==> config.mk <==
export PLATFORM = sky130hd
export DESIGN_NAME = load_store_unit_flat
export DESIGN_NICKNAME = d
export VERILOG_FILES = /design/src/rtl/load_store_unit_if.sv /design/src/rtl/load_store_unit.sv /design/src/flat_wrapper.sv
export SDC_FILE = /design/constraint.sdc
export NUM_CORES = 1
export LEC_CHECK = 0
export CAP_MARGIN = 30
export CORE_MARGIN = 3
export CORE_UTILIZATION = 43
export CTS_BUF_LIST = sky130_fd_sc_hd__clkbuf_16
export CTS_CLUSTER_SIZE = 25
export DETAILED_ROUTE_END_ITERATION = 10
export GPL_TIMING_DRIVEN = 0
export PLACE_DENSITY = 0.91
export RECOVER_POWER = 25
export SYNTH_ARGS = -nofsm -noshare
export SYNTH_HDL_FRONTEND = slang
export SYNTH_SLANG_ARGS = --single-unit
==> constraint.sdc <==
create_clock -name clk -period 1.95 [get_ports clk]
set_input_delay 0.195 -clock clk [delete_from_list [all_inputs] [get_ports clk]]
set_output_delay 0.195 -clock clk [all_outputs]
set_load 0.005 [all_outputs]
==> src/rtl/load_store_unit_if.sv <==
// Data-cache port shared between the load/store unit (primary) and the cache (secondary).
//   addr/wdata/wmask/rw/valid : request from the unit, word-aligned address, bit-granular mask
//   rdata/rvalid/ready        : cache accepts a request on ready, returns load data on rvalid
interface dcache_interface #(
    parameter int unsigned DATA_LENGTH = 32,
    parameter int unsigned ADDR_LENGTH = 32
);
    logic [ADDR_LENGTH-1:0] addr;
    logic [DATA_LENGTH-1:0] wdata;
    logic [DATA_LENGTH-1:0] wmask;
    logic                   rw;
    logic                   valid;
    logic [DATA_LENGTH-1:0] rdata;
    logic                   rvalid;
    logic                   ready;

    modport primary (
        output addr, wdata, wmask, rw, valid,
        input  rdata, rvalid, ready
    );

    modport secondary (
        input  addr, wdata, wmask, rw, valid,
        output rdata, rvalid, ready
    );
endinterface

==> src/rtl/load_store_unit.sv <==
// Load/store unit: accepts one pipeline memory op at a time, checks alignment,
// issues a single data-cache access and returns one registered response pulse.
//   req_*  : op from the pipeline, accepted on req_valid & req_ready
//   resp_* : one-cycle completion (load data extended, or exception with faulting address)
//   dc     : data-cache port, all outputs registered and held stable while waiting for ready
module load_store_unit #(
    parameter int unsigned DATA_LENGTH = 32,
    parameter int unsigned ADDR_LENGTH = 32
) (
    input  logic                   clk,
    input  logic                   rst_n,
    input  logic                   req_valid,
    output logic                   req_ready,
    input  logic                   req_store,
    input  logic [1:0]             req_size,
    input  logic                   req_unsigned,
    input  logic [ADDR_LENGTH-1:0] req_addr,
    input  logic [DATA_LENGTH-1:0] req_wdata,
    input  logic [4:0]             req_rd,
    output logic                   resp_valid,
    output logic [DATA_LENGTH-1:0] resp_data,
    output logic [4:0]             resp_rd,
    output logic                   resp_exc,
    output logic [ADDR_LENGTH-1:0] resp_exc_addr,
    dcache_interface.primary       dc
);
    localparam logic [DATA_LENGTH-1:0] BYTE_MASK = DATA_LENGTH'(8'hFF);
    localparam logic [DATA_LENGTH-1:0] HALF_MASK = DATA_LENGTH'(16'hFFFF);

    typedef enum logic [1:0] {IDLE, REQ, WAIT, RESP} state_t;

    state_t                 state_q, state_d;
    logic                   req_ready_q, req_ready_d;
    logic                   store_q, store_d;
    logic [1:0]             size_q, size_d;
    logic                   uns_q, uns_d;
    logic [1:0]             off_q, off_d;
    logic [4:0]             rd_q, rd_d;
    logic                   dc_valid_q, dc_valid_d;
    logic                   dc_rw_q, dc_rw_d;
    logic [ADDR_LENGTH-1:0] dc_addr_q, dc_addr_d;
    logic [DATA_LENGTH-1:0] dc_wmask_q, dc_wmask_d;
    logic [DATA_LENGTH-1:0] dc_wdata_q, dc_wdata_d;
    logic                   resp_valid_q, resp_valid_d;
    logic [DATA_LENGTH-1:0] resp_data_q, resp_data_d;
    logic [4:0]             resp_rd_q, resp_rd_d;
    logic                   resp_exc_q, resp_exc_d;
    logic [ADDR_LENGTH-1:0] resp_exc_addr_q, resp_exc_addr_d;

    logic                   misaligned_c;
    logic [DATA_LENGTH-1:0] store_mask_c;
    logic [DATA_LENGTH-1:0] store_data_c;
    logic [7:0]             lane_byte_c;
    logic [15:0]            lane_half_c;
    logic [DATA_LENGTH-1:0] load_data_c;

    // Alignment check and store lane formatting, evaluated on the incoming request.
    always_comb begin
        misaligned_c = (req_size == 2'b11)
                     || ((req_size == 2'b01) && req_addr[0])
                     || ((req_size == 2'b10) && (req_addr[1:0] != 2'b00));
        case (req_size)
            2'b00: begin
                store_mask_c = BYTE_MASK << {req_addr[1:0], 3'b000};
                store_data_c = {(DATA_LENGTH/8){req_wdata[7:0]}};
            end
            2'b01: begin
                store_mask_c = HALF_MASK << {req_addr[1:0], 3'b000};
                store_data_c = {(DATA_LENGTH/16){req_wdata[15:0]}};
            end
            default: begin
                store_mask_c = '1;
                store_data_c = req_wdata;
            end
        endcase
    end

    // Load lane selection and extension from the returned cache word.
    always_comb begin
        lane_byte_c = 8'(dc.rdata >> {off_q, 3'b000});
        lane_half_c = 16'(dc.rdata >> {off_q[1], 4'b0000});
        case (size_q)
            2'b00:   load_data_c = uns_q ? DATA_LENGTH'(lane_byte_c)
                                         : {{(DATA_LENGTH-8){lane_byte_c[7]}}, lane_byte_c};
            2'b01:   load_data_c = uns_q ? DATA_LENGTH'(lane_half_c)
                                         : {{(DATA_LENGTH-16){lane_half_c[15]}}, lane_half_c};
            default: load_data_c = dc.rdata;
        endcase
    end

    // Next state and next values of every registered output.
    always_comb begin
        state_d         = state_q;
        store_d         = store_q;
        size_d          = size_q;
        uns_d           = uns_q;
        off_d           = off_q;
        rd_d            = rd_q;
        dc_valid_d      = 1'b0;
        dc_rw_d         = 1'b0;
        dc_addr_d       = '0;
        dc_wmask_d      = '0;
        dc_wdata_d      = '0;
        resp_valid_d    = 1'b0;
        resp_data_d     = '0;
        resp_rd_d       = '0;
        resp_exc_d      = 1'b0;
        resp_exc_addr_d = '0;

        case (state_q)
            IDLE: begin
                if (req_valid && req_ready_q) begin
                    store_d = req_store;
                    size_d  = req_size;
                    uns_d   = req_unsigned;
                    off_d   = req_addr[1:0];
                    rd_d    = req_rd;
                    if (misaligned_c) begin
                        state_d         = RESP;
                        resp_valid_d    = 1'b1;
                        resp_exc_d      = 1'b1;
                        resp_exc_addr_d = req_addr;
                        resp_rd_d       = req_rd;
                    end else begin
                        state_d    = REQ;
                        dc_valid_d = 1'b1;
                        dc_rw_d    = req_store;
                        dc_addr_d  = {req_addr[ADDR_LENGTH-1:2], 2'b00};
                        if (req_store) begin
                            dc_wmask_d = store_mask_c;
                            dc_wdata_d = store_data_c;
                        end
                    end
                end
            end
            REQ: begin
                if (dc.ready) begin
                    if (store_q) begin
                        state_d      = RESP;
                        resp_valid_d = 1'b1;
                        resp_rd_d    = rd_q;
                    end else if (dc.rvalid) begin
                        state_d      = RESP;
                        resp_valid_d = 1'b1;
                        resp_rd_d    = rd_q;
                        resp_data_d  = load_data_c;
                    end else begin
                        state_d = WAIT;
                    end
                end else begin
                    // Request held unchanged until the cache takes it.
                    dc_valid_d = 1'b1;
                    dc_rw_d    = dc_rw_q;
                    dc_addr_d  = dc_addr_q;
                    dc_wmask_d = dc_wmask_q;
                    dc_wdata_d = dc_wdata_q;
                end
            end
            WAIT: begin
                if (dc.rvalid) begin
                    state_d      = RESP;
                    resp_valid_d = 1'b1;
                    resp_rd_d    = rd_q;
                    resp_data_d  = load_data_c;
                end
            end
            RESP:    state_d = IDLE;
            default: state_d = IDLE;
        endcase

        req_ready_d = (state_d == IDLE);
    end

    always_ff @(posedge clk or negedge rst_n) begin
        if (!rst_n) begin
            state_q         <= IDLE;
            req_ready_q     <= 1'b0;
            store_q         <= 1'b0;
            size_q          <= 2'b00;
            uns_q           <= 1'b0;
            off_q           <= 2'b00;
            rd_q            <= '0;
            dc_valid_q      <= 1'b0;
            dc_rw_q         <= 1'b0;
            dc_addr_q       <= '0;
            dc_wmask_q      <= '0;
            dc_wdata_q      <= '0;
            resp_valid_q    <= 1'b0;
            resp_data_q     <= '0;
            resp_rd_q       <= '0;
            resp_exc_q      <= 1'b0;
            resp_exc_addr_q <= '0;
        end else begin
            state_q         <= state_d;
            req_ready_q     <= req_ready_d;
            store_q         <= store_d;
            size_q          <= size_d;
            uns_q           <= uns_d;
            off_q           <= off_d;
            rd_q            <= rd_d;
            dc_valid_q      <= dc_valid_d;
            dc_rw_q         <= dc_rw_d;
            dc_addr_q       <= dc_addr_d;
            dc_wmask_q      <= dc_wmask_d;
            dc_wdata_q      <= dc_wdata_d;
            resp_valid_q    <= resp_valid_d;
            resp_data_q     <= resp_data_d;
            resp_rd_q       <= resp_rd_d;
            resp_exc_q      <= resp_exc_d;
            resp_exc_addr_q <= resp_exc_addr_d;
        end
    end

    assign req_ready     = req_ready_q;
    assign resp_valid    = resp_valid_q;
    assign resp_data     = resp_data_q;
    assign resp_rd       = resp_rd_q;
    assign resp_exc      = resp_exc_q;
    assign resp_exc_addr = resp_exc_addr_q;
    assign dc.valid      = dc_valid_q;
    assign dc.rw         = dc_rw_q;
    assign dc.addr       = dc_addr_q;
    assign dc.wmask      = dc_wmask_q;
    assign dc.wdata      = dc_wdata_q;
endmodule

==> src/flat_wrapper.sv <==
// flat-port wrapper written by rule: the top's interface ports become plain ports
module load_store_unit_flat 
#(
    parameter int unsigned DATA_LENGTH = 32,
    parameter int unsigned ADDR_LENGTH = 32
)
  (clk, rst_n, req_valid, req_ready, req_store, req_size, req_unsigned, req_addr, req_wdata, req_rd, resp_valid, resp_data, resp_rd, resp_exc, resp_exc_addr, dc_addr, dc_wdata, dc_wmask, dc_rw, dc_valid, dc_rdata, dc_rvalid, dc_ready);
  dcache_interface #(.DATA_LENGTH(DATA_LENGTH), .ADDR_LENGTH(ADDR_LENGTH)) dc_i ();
  input  logic clk;
  input  logic rst_n;
  input  logic req_valid;
  output logic req_ready;
  input  logic req_store;
  input  logic [1:0] req_size;
  input  logic req_unsigned;
  input  logic [ADDR_LENGTH-1:0] req_addr;
  input  logic [DATA_LENGTH-1:0] req_wdata;
  input  logic [4:0] req_rd;
  output logic resp_valid;
  output logic [DATA_LENGTH-1:0] resp_data;
  output logic [4:0] resp_rd;
  output logic resp_exc;
  output logic [ADDR_LENGTH-1:0] resp_exc_addr;
  output wire logic [$bits(dc_i.addr)-1:0] dc_addr;
  output wire logic [$bits(dc_i.wdata)-1:0] dc_wdata;
  output wire logic [$bits(dc_i.wmask)-1:0] dc_wmask;
  output wire logic [$bits(dc_i.rw)-1:0] dc_rw;
  output wire logic [$bits(dc_i.valid)-1:0] dc_valid;
  input wire logic [$bits(dc_i.rdata)-1:0] dc_rdata;
  input wire logic [$bits(dc_i.rvalid)-1:0] dc_rvalid;
  input wire logic [$bits(dc_i.ready)-1:0] dc_ready;
  assign dc_addr = dc_i.addr;
  assign dc_wdata = dc_i.wdata;
  assign dc_wmask = dc_i.wmask;
  assign dc_rw = dc_i.rw;
  assign dc_valid = dc_i.valid;
  assign dc_i.rdata = dc_rdata;
  assign dc_i.rvalid = dc_rvalid;
  assign dc_i.ready = dc_ready;
  load_store_unit #(.DATA_LENGTH(DATA_LENGTH), .ADDR_LENGTH(ADDR_LENGTH)) u_core (.clk(clk), .rst_n(rst_n), .req_valid(req_valid), .req_ready(req_ready), .req_store(req_store), .req_size(req_size), .req_unsigned(req_unsigned), .req_addr(req_addr), .req_wdata(req_wdata), .req_rd(req_rd), .resp_valid(resp_valid), .resp_data(resp_data), .resp_rd(resp_rd), .resp_exc(resp_exc), .resp_exc_addr(resp_exc_addr), .dc(dc_i));
endmodule
Yosys cells after proc, flatten, opt, wreduce, memory -nomap -nowiden --
Cells that the tools add are included.
Storage, ports and cells: register bits after elaboration 183, output and inout bits 170, input bits 110
Operators by class: reductions and logical operators 11, muxes and demuxes 52, shift-type cells 4, equality and inequality tests 8
Operator list (count):
- $mux W32 | 17
- $pmux W32 S2 | 7
- $shl A16 B5 Y32 const A | 1
- $shl A8 B5 Y32 const A | 1
- $shr A32 B5 Y16 | 1
- $shr A32 B5 Y8 | 1
- $mux W5 | 5
- $pmux W5 S3 | 1
- $mux W1 | 13
- $mux W2 | 5
- $eq A2 B2 Y1 const B | 4
- $logic_not A2 Y1 | 4
- $pmux W2 S4 | 1
- $eq A2 B1 Y1 const B | 3
- $pmux W1 S2 | 2
- $logic_and A1 B1 Y1 | 3
- $pmux W1 S3 | 1
- $logic_or A1 B1 Y1 | 2
- $ne A2 B2 Y1 const B | 1
- $reduce_and A2 Y1 | 1
- $reduce_bool A2 Y1 | 1

Logic depth before layout (Yosys ltp) --
Gate-level depths: netlist of run 1.
depth after elaboration 8, mapped depth 8

Worst setup path before layout of run 1 --
No wires, ideal clock.
path kind register to register, start point register u_core.state_q[1], end point register u_core.resp_data_q[1], in the netlist u_core.resp_data[1], stages on the path, launching flop included 8, data required time 1.804 ns, buffers on the path 1, arrival 1.631 ns, clock period less this slack 1.776 ns, slack 0.174 ns, cell sequence dfrtp_1 -> inv_1 -> ha_1 -> nand2_1 -> nor2_1 -> o211ai_1 -> clkbuf_1 -> nor2_1
On the way: word-level cells in the longest chain between the ends 2, elaborated cells between the ends (all ways) 3, classes of those cells 2 x eq/ne; 1 x mux
Ends and longest elaborated chain:
- start, declared | RTL line load_store_unit.sv:32 | state_t state_q, state_d;
- start signal, assigned | RTL line load_store_unit.sv:194 | state_q <= state_d;
- $eq A2 B2 Y1 or $eq A2 B1 Y1 (tied branches) | RTL line load_store_unit.sv:110 | case (state_q)
- $pmux W32 S2 (*) | RTL line load_store_unit.sv:110
- via u_core.resp_data_d[1] | RTL line load_store_unit.sv:45 | logic [DATA_LENGTH-1:0] resp_data_q, resp_data_d;
- end signal, assigned | RTL line load_store_unit.sv:207 | resp_data_q <= resp_data_d;
- end, declared | RTL line load_store_unit.sv:45
The timed path passes the listed nets; every way through them passes the cells marked *. A chain may end at the register's enable or synchronous reset.

Final worst setup path of run 1 --
start point register u_core.state_q[1], end point register u_core.dc_wdata_q[25], in the netlist u_core.dc.wdata[25]
On the way: word-level cells in the longest chain between the ends 2, elaborated cells between the ends (all ways) 4, classes of those cells 2 x eq/ne; 1 x mux; 1 x reduce/logical
Ends and longest elaborated chain:
- $eq A2 B1 Y1 or $logic_not A2 Y1 (tied branches) | RTL line load_store_unit.sv:110
- $pmux W32 S2 or $ne A2 B2 Y1 (tied branches)
- end signal, assigned | RTL line load_store_unit.sv:205 | dc_wdata_q <= dc_wdata_d;
- end, declared | RTL line load_store_unit.sv:43 | logic [DATA_LENGTH-1:0] dc_wdata_q, dc_wdata_d;
Several ways; a longest one is shown, not always the timed one.

==> results of run 1 <==
==> routing by layer <==
metal  part of all wire, %  vias up  GRT usage [%]
met2                    50      322           43.3
met1                    38     3064           30.7
li1                      -     2927              -
met3                   8.3       55           7.18
met4                   3.0        0           9.82
met5                     0        -              0
==> logic make-up (layout without fill, tap and decap cells) <==
family	count (synthesis)	after routing	synth area share (%)
adders and majority gates	4	4	0.730
buffers and inverters	97	408	7.50
DFF	153	153	55.8
AOI/OAI and AO/OA	147	147	16.1
muxes	29	29	4.25
and+or+nand+nor	254	254	15.5
other	1	3	0.0547
==> through the flow <==
| stage | hold WS, ns | utilization [%] | total power [mW] | area, um^2 |
|---|---|---|---|---|
| 2_1_floorplan | -0.101 | - | 5.55 | 6860 |
| 3_3_place_gp | 0.459 | 64.1 | 6.99 | 9890 |
| 3_5_place_dp | 0.276 | 64.3 | 7.10 | 9920 |
| 4_1_cts | 0.272 | 68.4 | 10.4 | 10600 |
| 5_1_grt | 0.298 | 69.0 | 11.0 | 10600 |
| 6_report | 0.244 | 69.0 | 10.5 | 10600 |
==> cells in the mapped netlist (2+ instances only) <==
cell type,n
ha_1,4
a32oi_1,6
a21oi_2,10
nor4_1,5
buf_2,6
a21oi_1,30
buf_4,30
buf_1,7
o21ai_0,24
inv_1,14
nand2_1,164
a22o_1,2
o31ai_1,38
buf_6,4
nor2_1,32
nor2b_1,3
clkbuf_1,36
nand2b_1,3
nor3_1,37
a221oi_1,8
mux2i_1,28
and3_1,2
dfrtp_1,153
o31ai_2,19
o211ai_1,2
==> power by group through the flow <==
stage          Clock, mW  Combinational [mW]  Sequential (mW)
2_1_floorplan          0                1.69             3.86
3_3_place_gp           0                3.15             3.84
3_5_place_dp           0                3.24             3.86
4_1_cts             3.26                3.33             3.80
5_1_grt             3.40                3.74             3.86
6_report            3.24                3.44             3.81
==> registers in the layout (all words and copies together) (netlist names) <==
signal and flops:
u_core.req_ready 1, u_core.state_q 2, u_core.dc.wmask 4, u_core.resp_data 32
u_core.off_q 2, u_core.dc.rw 1, u_core.resp_exc 1, u_core.resp_exc_addr 32
u_core.store_q 1, u_core.dc.addr 30, u_core.uns_q 1, u_core.dc.wdata 32
u_core.rd_q 5, u_core.resp_rd 5, u_core.size_q 2, u_core.dc.valid 1
u_core.resp_valid 1
==> critical path: stages, from the launching register on <==
cell,delay (ns)
dfrtp_2,0.44
inv_2,0.10
ha_1,0.20
nor2b_1,0.14
clkbuf_4,0.23
clkbuf_8,0.22
buf_2,0.25
nand2_1,0.13
o31ai_4,0.06
==> final timing paths <==
path | start | endpoint | slack [ns]
max | u_core.state_q[1]$_DFF_PN0_ | u_core.dc.wdata[25]$_DFFE_PN0N_ | 0.09
min | req_addr[0] | u_core.off_q[0]$_DFFE_PN0P_ | 0.24
max reg2reg | u_core.state_q[1]$_DFF_PN0_ | u_core.dc.wdata[25]$_DFFE_PN0N_ | 0.09
min reg2reg | u_core.rd_q[1]$_DFFE_PN0P_ | u_core.rd_q[1]$_DFFE_PN0P_ | 0.47
max in group asynchronous | rst_n | u_core.dc.wdata[23]$_DFFE_PN0N_ | 0.50
min in group asynchronous | rst_n | u_core.dc.addr[7]$_DFFE_PN0N_ | 0.54
==> repair_timing <==
item,CTS,global route
resized for setup,27,35
hold endpoints to repair,76,0
buffers inserted,0,1
setup endpoints to repair,125,119
pin swaps,0,1
hold buffers,1,0
==> cell type report <==
class	instances	area share [%]
well taps	211	2.48
clock inverters	15	1.45
repair buffers	279	26.4
multi-input cells	436	24.2
clock buffers	17	4.00
plain buffers	83	4.96
diodes	1	0.0235
inverters	14	0.494
flip-flops and latches	153	36.0
==> flow_summary.toml, run 1 <==
[status]
status = "complete, no violations"

[drt]
wirelength_mm = 22.5
viasPerCell = 5.27
drt_first_pass_iters = 5
wl_per_cell_um = 18.6
dr.first_iter.drc_count = 622
drc = 0
ant_nets = 0
vias = 6368

[layout]
final_cells = 1209
final_common_cell = "clkdlybuf4s50_1"
regArea_um2 = 3830
final_cell_mix = "clkdlybuf4s50_1 (274), nand2_1 (164), dfrtp_1 (151)"
area_delta_synth_final_pct = 55.2
finalNetCount = 1098
drive_above_1_share_pct = 13.8
fillers = 1161
multi_input_area_um2 = 2570

[sta]
clock.fmax_mhz = 538
maxSlewHeadroom_pct = 27.8
final.setup.worst_slack_ns = 0.0920
slew_viol_final = 0
finalSetupTns_ns = 0
setup_viol = 0
hold_viol_final = 0
fin_crit_sh_pct = 95.3
period_needed_ns = 1.86
tightest_slew_ns = 1.08
skew_ns = 0.0139

[pwr]
pwr-share-clk_pct = 30.9
switchingPower_mw = 3.49
leakage_nw = 4.67
ir_worst_vdd_v = 0.000609
powerDensity_nw_per_um2 = 986
p_seq_share_pct = 36.3
intPower_mw = 6.99
p_sw_share_pct = 33.3
combPwrFrac_pct = 32.8

[job]
drv_cap = 0

[yosys]
synth-seq-area-share_pct = 55.8
postSynth.asyncResetShare_pct = 100
netlist_area_um2 = 6860
synth_top_cell_by_area = "dfrtp_1"
synth_edf_count = 0
synth_area_leaders = "dfrtp_1 (56%), nand2_1 (9.0%), o31ai_1 (4.2%)"
netlist_instances = 685
synth.top_cell.area_share_pct = 55.8
synth.distinct_cells = 43
ys_warn_count = 0
syn_avg_cell_area_um2 = 10.0
synthFlopType = "dfrtp_1"
ys_seq_elements = 153

[grt]
grt_util_all_layers_pct = 25.4
grt_max_degree = 78
grt_pass1_vias = 6508
gr-total-overflow = 0
grt_pass1_wl_mm = 35.1
antenna_found_initial = 1

[min_path]
hp-class = "in -> reg"
holdPathStages = 3

[cts]
root_buffer = "clkbuf_16"
clkTransAtPathRegs_ns = 0.06
cts_buffer_depth = 2
clock_sinks = 153
cts_tree = "built"
cts-buffers-inserted = 17
clock_latency_ns = 0.43
htree_levels = 4

[critical_path]
required_ns = 2.29
r2r_cells = 8
worstPathMaxFanout = 10
critical_path_class = "reg -> reg"
critPathCaptureType = "flop"
arrival_ns = 2.20
startpoint_type = "flop"

[placed_design]
numPortBuffers = 276
pre_cts_ws_ns = -0.527
dp.cells = 1174
finalWeightedCongestion = 0.839
hpwl_mm = 16.4

[floorplanning]
num_rows = 45
die_area_um2 = 17500
die_w_um = 132
coreArea_um2 = 15400
die_h_um = 132
start_util_pct = 44.4
ios = 280
No activity file was read; power rests on OpenSTA's default activity.
==> run 2: changes to the inputs <==
--- a/config.mk
+++ b/config.mk
@@ -5,13 +5,13 @@
 export SDC_FILE = /design/constraint.sdc
 export NUM_CORES = 1
 export LEC_CHECK = 0
-export CAP_MARGIN = 30
+export CAP_MARGIN = 10
 export CORE_MARGIN = 3
 export CORE_UTILIZATION = 43
 export CTS_BUF_LIST = sky130_fd_sc_hd__clkbuf_16
 export CTS_CLUSTER_SIZE = 25
 export DETAILED_ROUTE_END_ITERATION = 10
-export GPL_TIMING_DRIVEN = 0
+export GPL_TIMING_DRIVEN = 1
 export PLACE_DENSITY = 0.91
 export RECOVER_POWER = 25
 export SYNTH_ARGS = -nofsm -noshare
==> flow_summary.toml, run 2 (synthesis results as in run 1) <==
[pwr]
ir_worst_vdd_v = 0.000663
leakage_nw = 4.55
switchingPower_mw = 3.31
powerDensity_nw_per_um2 = 1040
total_power_mw = 10.8
p_seq_share_pct = 35.4
intPower_mw = 7.51
combPwrFrac_pct = 30.8
pwr-share-clk_pct = 33.8
p_sw_share_pct = 30.6

[placed_design]
placed_area_um2 = 9790
hpwl_mm = 15.3
numPortBuffers = 277
finalWeightedCongestion = 0.870
dp.cells = 1123
pre_cts_ws_ns = -0.00195

[floorplanning]
die_w_um = 132
die_area_um2 = 17500
num_rows = 45
ios = 280
start_util_pct = 44.4
coreArea_um2 = 15400
die_h_um = 132

[critical_path]
critical_path_class = "reg -> reg"
path_delay_family = "simple AND/OR/NAND/NOR gates"
critPathCaptureType = "flop"
max_stage_delay_ns = 0.42
startpoint_type = "flop"
required_ns = 2.27
arrival_ns = 2.15
slowest_stage = "dfrtp_1"
worstPathMaxFanout = 37
crit_chain = "inv_2, ha_1, and3_2, nand2_1, or2_2, buf_12, o31ai_2"
cp.buffers_inverters = 2
rrSetupSlack_ns = 0.12

[sta]
clock.fmax_mhz = 546
slew_viol_final = 0
hold_viol_final = 0
setup_viol = 0
hold_ws_ns = 0.316
final.setup.worst_slack_ns = 0.120
rsz0062_at_grt = "false"
skew_ns = 0.00737
maxSlewHeadroom_pct = 13.1
fin_crit_sh_pct = 93.8
finalSetupTns_ns = 0
period_needed_ns = 1.83
tightest_slew_ns = 1.30

[grt]
grt_max_degree = 53
grt_pass1_vias = 6153
antenna_found_initial = 0
grt_util_all_layers_pct = 23.8
gr-total-overflow = 0
grt_pass1_wl_mm = 33.2

[drt]
viasPerCell = 5.27
vias = 6095
drc = 0
drt_first_pass_iters = 6
dr.first_iter.drc_count = 505
ant_nets = 0
wl_per_cell_um = 18.2
wirelength_mm = 21.1

[cts]
root_buffer = "clkbuf_16"
cts_buffer_depth = 2
cts-buffers-inserted = 17
clock_sinks = 153
clkTransAtPathRegs_ns = 0.06
postCtsSetupBuffers = 0
cts_tree = "built"
clock_latency_ns = 0.41
htree_levels = 4

[layout]
area_delta_synth_final_pct = 52.4
final_cell_mix = "clkdlybuf4s50_1 (276), nand2_1 (164), dfrtp_1 (153)"
insertedDiodeCount = 0
final_cells = 1156
final_common_cell = "clkdlybuf4s50_1"
drive_above_1_share_pct = 10.7
final_core_util_pct = 67.7
finalNetCount = 1046
finish.instance_area_um2 = 10500

[min_path]
hp-class = "in -> reg"

[status]
status = "complete, no violations"

[job]
drv_cap = 0
==> run 2: cell types whose count changed in the layout (fill, tap and decap cells not counted), sizes merged <==
cell | previous run | this run
clkinv | 8 | 3
bufinv | 2 | 6
inv | 15 | 18
diode | 1 | 0
clkdlybuf4s50 | 274 | 276
clkbuf | 55 | 22
dlymetal6s2s | 1 | 0
buf | 48 | 28
clkinvlp | 4 | 2
==> run 2: final cells by class <==
type	instances	area, um^2
flip-flops and latches	153	3830
clock inverters	15	233
inverters	14	52.6
well taps	211	264
repair buffers	310	3100
multi-input cells	436	2550
fillers	1174	4980
clock buffers	17	425
==> run 2: layer usage <==
layer / up-vias / part of all wire (%) / GRT usage [%]
met1: 2945 / 39 / 28.6
met5: - / 0 / 0
met3: 42 / 7.1 / 6.87
met4: 0 / 2.1 / 7.97
li1: 2817 / - / -
met2: 291 / 52 / 41.2
==> run 2: worst paths after layout <==
check                                             from                                end  depth (start not counted)
setup / recovery           u_core.state_q[0]$_DFF_PN0_    u_core.dc.wdata[14]$_DFFE_PN0N_                          7
hold / removal                            req_unsigned           u_core.uns_q$_DFFE_PN0P_                          3
setup reg to reg           u_core.state_q[0]$_DFF_PN0_    u_core.dc.wdata[14]$_DFFE_PN0N_                          7
hold reg to reg             u_core.rd_q[1]$_DFFE_PN0P_         u_core.rd_q[1]$_DFFE_PN0P_                          2
max in group asynchronous                        rst_n    u_core.dc.wmask[30]$_DFFE_PN0N_                          3
min in group asynchronous                        rst_n  u_core.resp_exc_addr[5]$_DFF_PN0_                          2
==> run 2: repair_timing <==
action,in CTS,in global routing
hold buffers,1,0
resized for setup,0,3
setup endpoints to repair,0,12
endpoints found under the hold margin,45,0
==> run 2: tightest hold or removal path, stage by stage <==
cell and delay (ns):
clkdlybuf4s50_1 0.40, nand2_1 0.06, nand2_1 0.04
==> run 2: power groups by stage <==
stage	clock (mW)	sequential [mW]	combinational (mW)
finish	3.66	3.83	3.33
global route	3.83	3.88	3.62
CTS	3.71	3.82	3.33
detailed placement	0	3.88	3.31
global placement	0	3.86	3.21
floorplan	0	3.86	1.69
==> run 3: changes to the inputs <==
--- a/config.mk
+++ b/config.mk
@@ -14,6 +14,7 @@
 export GPL_TIMING_DRIVEN = 1
 export PLACE_DENSITY = 0.91
 export RECOVER_POWER = 25
+export SKIP_CTS_REPAIR_TIMING = 1
 export SYNTH_ARGS = -nofsm -noshare
 export SYNTH_HDL_FRONTEND = slang
 export SYNTH_SLANG_ARGS = --single-unit
==> constraint.sdc (replaced) <==
create_clock -name clk -period 1.95 [get_ports clk]
set_input_delay 0.195 -clock clk [delete_from_list [all_inputs] [get_ports clk]]
set_output_delay 0.195 -clock clk [all_outputs]
set_load 0.05 [all_outputs]
==> flow_summary.toml, run 3 (synthesis results as in run 1) <==
[layout]
finalNetCount = 1046
final_cell_mix = "clkdlybuf4s50_1 (243), nand2_1 (164), dfrtp_1 (153)"
fillers = 1198
final_common_cell = "clkdlybuf4s50_1"
area_delta_synth_final_pct = 51.4
final_core_util_pct = 67.3
insertedDiodeCount = 0
drive_above_1_share_pct = 11.4

[cts]
cts_buffer_depth = 2
clock_latency_ns = 0.43
clkTransAtPathRegs_ns = 0.06
cts_tree = "built"
clock_sinks = 153
cts-buffers-inserted = 17
htree_levels = 4
root_buffer = "clkbuf_16"

[sta]
setup_viol = 0
tightest_slew_ns = 0.810
period_needed_ns = 1.92
hold_viol_final = 0
clock.fmax_mhz = 520
fin_crit_sh_pct = 98.6
skew_ns = 0.0140
maxSlewHeadroom_pct = 46.0
rsz0062_at_grt = "false"
hold_ws_ns = 0.287
slew_viol_final = 0

[pwr]
powerDensity_nw_per_um2 = 1100
ir_worst_vdd_v = 0.000616
leakage_nw = 4.96

[critical_path]
worstPathMaxFanout = 8
startpoint = "u_core.off_q[1]$_DFFE_PN0P_"
startpoint_type = "flop"
critical_path_class = "reg -> reg"
required_ns = 2.20
r2r_start = "u_core.off_q[1]$_DFFE_PN0P_"
arrival_ns = 2.18
critPathCaptureType = "flop"

[drt]
drt_first_pass_iters = 5
dr.first_iter.drc_count = 520
wl_met1_mm = 8.39
drc = 0
wirelength_mm = 21.4
wl_met2_mm = 10.8
highest_layer = "met4"
viasPerCell = 5.30
met3_length_mm = 1.69
vias = 6131
wl_per_cell_um = 18.5
ant_nets = 0

[grt]
antenna_found_initial = 0
gr-total-overflow = 0
grt_pass1_wl_mm = 32.8
grt_max_degree = 63
grt_pass1_vias = 5997
grt_util_all_layers_pct = 23.6

[floorplanning]
die_area_um2 = 17500
ios = 280
die_h_um = 132
die_w_um = 132
num_rows = 45
coreArea_um2 = 15400
start_util_pct = 44.4

[placed_design]
numPortBuffers = 277
finalWeightedCongestion = 0.860
hpwl_mm = 15.0

[min_path]
hold_start = "req_unsigned"
hp-class = "in -> reg"

[job]
drv_cap = 0

[status]
status = "complete, no violations"
==> run 3: cell count changes in the layout (fill, tap and decap cells not counted), moves of 2 or more <==
| cell | before | now |
|---|---|---|
| clkinv_2 | 1 | 3 |
| buf_4 | 20 | 34 |
| clkdlybuf4s50_1 | 276 | 243 |
| clkbuf_2 | 4 | 1 |
| dlymetal6s2s_1 | 0 | 24 |
| bufinv_16 | 6 | 2 |
| clkinvlp_4 | 2 | 4 |
==> run 3: critical path: stages (launching register included) <==
cell and delay, ns:
dfrtp_1 0.46, mux2i_1 0.30, or3_1 0.18, a2bb2oi_1 0.62, a221oi_1 0.20
==> run 3: layout make-up <==
class                      count  area (um^2)  area share, %
clock inverter                15          138           1.33
clock buffer                  17          425           4.10
tap                          211          264           2.54
sequential                   153         3830           36.9
timing repair buffer         310         3130           30.2
inverter                      14         52.6          0.506
multi-input combinational    436         2540           24.5
==> run 3: final timing paths <==
check | slack, ns | endpoint | depth (start not counted)
max | 0.03 | u_core.resp_data[13]$_DFF_PN0_ | 4
min | 0.29 | u_core.uns_q$_DFFE_PN0P_ | 3
max reg2reg | 0.03 | u_core.resp_data[13]$_DFF_PN0_ | 4
min reg2reg | 0.48 | u_core.rd_q[1]$_DFFE_PN0P_ | 2
max in group asynchronous | 0.28 | u_core.dc.wdata[17]$_DFFE_PN0N_ | 3
min in group asynchronous | 0.39 | u_core.resp_exc_addr[5]$_DFF_PN0_ | 2
==> run 3: through the flow <==
| step | TNS [ns] | setup slack (ns) | power (mW) | instance area [um^2] | cells |
|---|---|---|---|---|---|
| 3_5_place_dp | -0.0734 | -0.0379 | 8.28 | 9780 | 1123 |
| 2_1_floorplan | 0 | 0.174 | 6.65 | 6860 | 686 |
| 6_report | 0 | 0.0269 | 11.5 | 10400 | 1156 |
| 3_3_place_gp | 0 | 0.0626 | 8.19 | 9780 | 1123 |
| 4_1_cts | -1.45 | -0.0971 | 11.5 | 10300 | 1155 |
| 5_1_grt | 0 | 0.00576 | 11.9 | 10400 | 1156 |
==> run 3: power breakdown <==
| part | leakage, nW | switching (mW) | total (mW) | internal (mW) |
|---|---|---|---|---|
| clock network | 0.276 | 1.33 | 3.19 | 1.86 |
| logic | 2.58 | 2.91 | 4.44 | 1.53 |
| registers | 2.10 | 0.241 | 3.83 | 3.59 |
==> run 3: metal layers <==
layer,track usage [%],vias up
met5,0,-
met4,8.60,0
met3,6.87,55
met2,39.6,302
met1,29.1,2965
li1,-,2809
